==> src/rtl/sample1_demux.sv <==
// rtl/sample1_demux.sv - 1-to-4 stream demultiplexer with per-channel holding registers and drain counters
module sample1_demux #(
  parameter int WIDTH = 8
) (
  input  logic               CLK,
  input  logic               RST_N,
  input  logic [1:0]         S_IN,
  input  logic [WIDTH-1:0]   D_IN,
  input  logic               VALID_IN,
  output logic               READY_IN,
  output logic [4*WIDTH-1:0] Z,
  output logic [3:0]         VALID_OUT,
  input  logic [3:0]         READY_OUT,
  output logic [31:0]        CNT
);

  logic [3:0]       full;
  logic [3:0]       drain;
  logic [WIDTH-1:0] hold [4];
  logic [7:0]       cnt  [4];
  logic             accept;

  assign drain     = full & READY_OUT;
  // A channel may drain and refill in the same cycle, so only the addressed
  // channel's own stall can block the input.
  assign READY_IN  = !full[S_IN] || READY_OUT[S_IN];
  assign accept    = VALID_IN && READY_IN;
  assign VALID_OUT = full;

  always_ff @(posedge CLK) begin
    if (!RST_N) begin
      full <= '0;
      for (int x = 0; x < 4; x++) begin
        hold[x] <= '0;
        cnt[x]  <= '0;
      end
    end else begin
      for (int x = 0; x < 4; x++) begin
        if (drain[x]) begin
          cnt[x] <= cnt[x] + 8'd1;
        end
        if (accept && (S_IN == 2'(x))) begin
          hold[x] <= D_IN;
          full[x] <= 1'b1;
        end else if (drain[x]) begin
          full[x] <= 1'b0;
        end
      end
    end
  end

  for (genvar g = 0; g < 4; g++) begin : g_out
    assign Z[g*WIDTH +: WIDTH] = hold[g];
    assign CNT[g*8 +: 8]       = cnt[g];
  end

endmodule

==> config.mk <==
export PLATFORM = sky130hd
export DESIGN_NAME = sample1_demux
export DESIGN_NICKNAME = d
export VERILOG_FILES = /design/src/rtl/sample1_demux.sv
export SDC_FILE = /design/constraint.sdc
export NUM_CORES = 1
export LEC_CHECK = 0
export BUFFER_PORTS_ARGS = -buffer_cell sky130_fd_sc_hd__buf_2
export CORE_MARGIN = 1.5
export CORE_UTILIZATION = 46
export DETAILED_ROUTE_END_ITERATION = 12
export PLACE_DENSITY = 0.79
export SLEW_MARGIN = 20
export SYNTH_ARGS = -nofsm -noshare
export SYNTH_HDL_FRONTEND = slang
export SYNTH_SLANG_ARGS = --single-unit
==> constraint.sdc <==
create_clock -name CLK -period 1.5 [get_ports CLK]
set_input_delay 0 -clock CLK [delete_from_list [all_inputs] [get_ports CLK]]
set_output_delay 0 -clock CLK [all_outputs]
set_load 0.005 [all_outputs]
## Word level (Yosys, flattened, before mapping)

Memories as Yosys holds them, arrays and structs flattened.
Cells that the tools add are included.

| operators by class | value |
|---|---|
| mux-type cells | 45 |
| reduce and logical (&&, ||, !) cells | 12 |
| $lt $le $gt $ge | 1 |
| $add $sub $neg | 4 |
| equality and inequality tests | 3 |
| bitwise logic cells | 9 |

Operators by type and width:

| cell | number |
|---|---|
| 8-bit two-way mux | 8 |
| 1-bit two-way mux | 35 |
| 8-bit by 1-bit adder with 8-bit output (second input constant) | 4 |
| 1-bit bitwise OR | 8 |
| 2-bit nonzero test | 4 |
| 1-bit logical AND | 5 |
| 4-bit AND | 1 |
| 1-bit binary-select mux with 2-bit select | 2 |
| 2-bit equality test (second input constant) | 2 |
| 2-bit by 3-bit < comparator with 1-bit output (second input constant) | 1 |
| 2-bit by 1-bit equality test with 1-bit output (second input constant) | 1 |
| 2-bit zero test | 1 |
| 1-bit zero test | 1 |
| 1-bit logical OR | 1 |

| storage, ports and cells | value |
|---|---|
| output and inout port bits | 69 |
| RAM bits | 64 |
| bits in registers | 4 |
| memories | 2 |

Memories:

| memory | words | bits a word | rd ports | clocked after memory_dff | write ports | RTL line | source |
|---|---|---|---|---|---|---|---|
| cnt | 4 | 8 | 4 | 0 | 4 | 20 | `logic [7:0] cnt [4];` |
| hold | 4 | 8 | 4 | 0 | 4 | 19 | `logic [WIDTH-1:0] hold [4];` |

## Logic depth before layout (Yosys ltp)

| depth | value |
|---|---|
| depth in word-level cells | 10 |
| gate-level depth with buffers | 4 |

## Worst setup path after synthesis

Ideal clock, no wire load.

| path | value |
|---|---|
| kind | register to register |
| start | reg full[0] (netlist: VALID_OUT[0]) |
| end | mem hold[0][0], enable pin |
| required time | 1.113 ns |
| stages on the path, launching flop included | 3 |
| arrival time | 1.214 ns |
| library setup time | 0.387 ns |
| buffers on the path | 0 |
| path slack | -0.100 ns |
| path through | dfxtp_1 -> nor2b_1 -> o31ai_1 |

RTL lines:

| what | RTL line | source |
|---|---|---|
| start: declaration | 17 | `logic [3:0] full;` |
| start signal: assignment | 32 | `full <= '0;` |
| start signal: indexed assignment | 44 | `full[x] <= 1'b1;` |
| start signal: indexed assignment | 46 | `full[x] <= 1'b0;` |
| end: declaration | 19 |  |

## Worst setup path after layout

| path | value |
|---|---|
| start | reg full[3] (netlist: VALID_OUT[3]) |
| end | out READY_IN |

| on the way | value |
|---|---|
| word-level cells in the longest chain between the ends | 4 |

Ends and longest elaborated chain:

| what | RTL line | source |
|---|---|---|
| 1-bit binary-select mux with 2-bit select | 26 | `assign READY_IN = !full[S_IN] \|\| READY_OUT[S_IN];` |
| 1-bit two-way mux (not written as such) | 26 |  |
| 1-bit zero test | 26 |  |
| 1-bit logical OR | 26 |  |
| end: declaration | 10 | `output logic READY_IN,` |

No other way between the ends. The select of a mux whose other input is x is not followed.

==> run metrics <==
Post-Syn Nets=277; post-synthesis cell type count=26; Yosys warning count=0; worst r2r path cells=5; final hold violations=0; violated checks=setup timing; WHS Path Cells=3; Critical Path Slowest Stage Cell=mux4_2; worst clock skew=11.82 ps; clk_lat worst skew=340 ps; CP peak stage delay=470 ps; Seq cells post-synth=68; via count=2292; Via density=5.174; FF+latch area=0.002008 mm^2; # clock sinks=68; Placer Congestion=0.8188; final WL=6797 um; final core utilization=60.86%; largest family of logic cells by synthesized area=simple AND/OR/NAND/NOR gates; final setup margin=-17.09 ps; r2r endpoint=hold[3][3]; first-pass GRT wire length=10650 um; boundary pin count=86; die area=0.007016 mm^2; mux contribution to synthesized area=0.7506%; final count of pins violating max slew=0; worst setup path start=VALID_OUT[3]; fillers=547; CP required=1500 ps; worst hold path startpoint=D_IN[7]; Synth Area in Adders=1.668%; period utilisation layout=101.1%; synthesized cell area=0.003000 mm^2; half-perimeter wire length after placement=4743 um; Post-Synth Simple-Gate Area=20.23%; Arrival @ worst endpoint=1520 ps; min Tclk post-route=1517 ps; largest net degree at the start of global routing=22; Iter 0 DRT Violations=133; crit path kind=flop to output port; Port Buffers=85; Compound-Gate Fraction of Synth Area=5.588%; RSZ-0062 raised after global routing=yes; synthesized netlist cell count=256; gr ovfl total=0; Leak=1.587 nW; Initial Utilization=47.52%; vias in the first global route=2210; post-layout instance area=0.003842 mm^2; Placed Area=0.003563 mm^2; Hold Path Sink=hold[2][7]; CORE AREA=0.006314 mm^2; setup slack, reg-to-reg=80 ps; post-synthesis xor/xnor area fraction=3.503%; cts bufs inserted=9; Seq/Total Area, Yosys=66.72%; syn avg cell area=11.72 um^2; post-DR wirelength/cell=15.34 um; initial antenna violation count=0; worst r2r src=VALID_OUT[3]; ant diodes=0; peak supply drop=603.0 uV; layout cells sized above 1=33.33%; fmax=0.6592 GHz; endpoints failing setup=1; buffer depth of the longest clock path=2; PwrDens=1069 mW/mm^2; CP endpoint kind=output port; number of max-cap violations=0; Worst Tran Pin Value=436.9 ps; CTS tree=done; Worst Path Max Fanout=2; die width=83.76 um; clock-pin transition on the worst setup and hold timing paths=80 ps; DRC=0; PnR Total Power=4.108 mW; DIE HEIGHT=83.76 um; worst hold path class=input port to flop; critical path launch point type=flop; status=finished, violations left; CTS Root Cell=clkbuf_8; Area growth syn-to-layout=28.07%; all-layer global routing usage=19.54%; post-route ant nets=0; Core Rows=29; WHS=33.79 ps; multi-input gate area in the final layout=968.4 um^2; crit path cell chain=or2b_1 -> mux4_2 -> buf_6; fin nets=382; Worst slew margin=70.87%; DR pass1 iterations=4; htree depth=3
worst max-delay path: cells and delay by family (launching register included):
family | cells | cell delay (ps)
buf+inv | 1 | 130
simple gates | 1 | 250
flops | 1 | 330
mux | 1 | 470
per-layer routing:
layer  share of wire [%]  GRT usage, %
met2                  47         31.60
met3                 7.7         6.034
met4                 1.5         8.197
met5                   0             0
met1                  44         24.45
power breakdown:
group | total, mW | switching [mW] | internal [mW] | leakage (nW)
sequential | 2.22 | 0.0577 | 2.16 | 0.711
combinational | 0.321 | 0.188 | 0.133 | 0.775
clock | 1.57 | 0.777 | 0.794 | 0.101
total | 4.11 | 1.02 | 3.09 | 1.59
logic make-up (layout without fill, tap and decap cells):
kind of cell               after synthesis  in the layout
and+or+nand+nor                        128            128
muxes                                    1              1
xor gates and xnor gates                12             12
adders and majority gates                4              4
AOI/OAI and AO/OA                       32             32
DFF                                     68             68
buffers and inverters                   11            121
state kept, by name, indices dropped and copies added, names as in the netlist:
signal and flops:
cnt 32, hold 32, VALID_OUT 4
cells in the mapped netlist:
cell      instances  share of area (%)
edfxtp_1         64                 64
nor2_1           49                6.1
nand2_1          24                3.0
nand3_1          21                3.5
o21ai_0          17                2.8
or3_1            13                2.7
a21oi_1          12                2.0
and2_1            7                1.5
inv_1             6               0.75
xnor2_1           6                1.8
xor2_1            6                1.8
and3_1            4               0.83
buf_2             4               0.67
dfxtp_1           4                2.7
ha_1              4                1.7
nand2b_1          3               0.63
nand4_1           2               0.42
nand4_2           2               0.83
a21boi_0          1               0.25
clkbuf_1          1               0.12
mux4_2            1               0.75
nand3b_1          1               0.25
nor2b_1           1               0.21
o21a_1            1               0.25
o31ai_1           1               0.25
or2b_1            1               0.25
stage by stage:
step	std cells	worst slack (ps)	TNS (ps)
finish	443	-17.09	-17.09
global route	443	-43.93	-72.19
CTS	440	-155.2	-155.2
detailed placement	421	9.546	0
global placement	421	71.15	0
floorplan	256	128.7	0
layout by cell type (no fill, tap or decap), types with 4 or more instances in the layout:
cell / instances
a21oi_1: 12
and2_1: 7
and3_1: 4
buf_2: 84
buf_4: 12
clkbuf_8: 9
edfxtp_1: 64
ha_1: 4
inv_1: 6
inv_6: 4
nand2_1: 24
nand3_1: 21
nor2_1: 49
o21ai_0: 14
or3_1: 13
xnor2_1: 6
xor2_1: 6
timing repair:
| item | 4_1_cts | 5_1_grt |
|---|---|---|
| setup endpoints to repair | 5 | 2 |
| endpoints found under the hold margin | 1 | 0 |
| hold buffers | 2 | 0 |
| setup buffers | 1 | 4 |
| resized for setup | 5 | 4 |
final cells by class:
type                    instances  area share (%)
flip-flops and latches         68           52.26
multi-input cells             177           25.20
repair buffers                 99           14.10
clock buffers                   9           3.224
well taps                      77           2.507
clock inverters                 7           2.117
inverters                       6          0.5861
worst max path at each step:
| stage | to | slack, ps | cells after the start |
|---|---|---|---|
| 6_report | READY_IN | -20 | 3 |
| 5_1_grt | READY_IN | -40 | 3 |
| 4_1_cts | READY_IN | -160 | 4 |
| 3_5_place_dp | hold[3][3] | 10 | 3 |
| 3_3_place_gp | hold[3][0] | 70 | 3 |
| 2_1_floorplan | hold[3][0] | 130 | 3 |
Note: power is estimated with default switching activity, not from simulation.
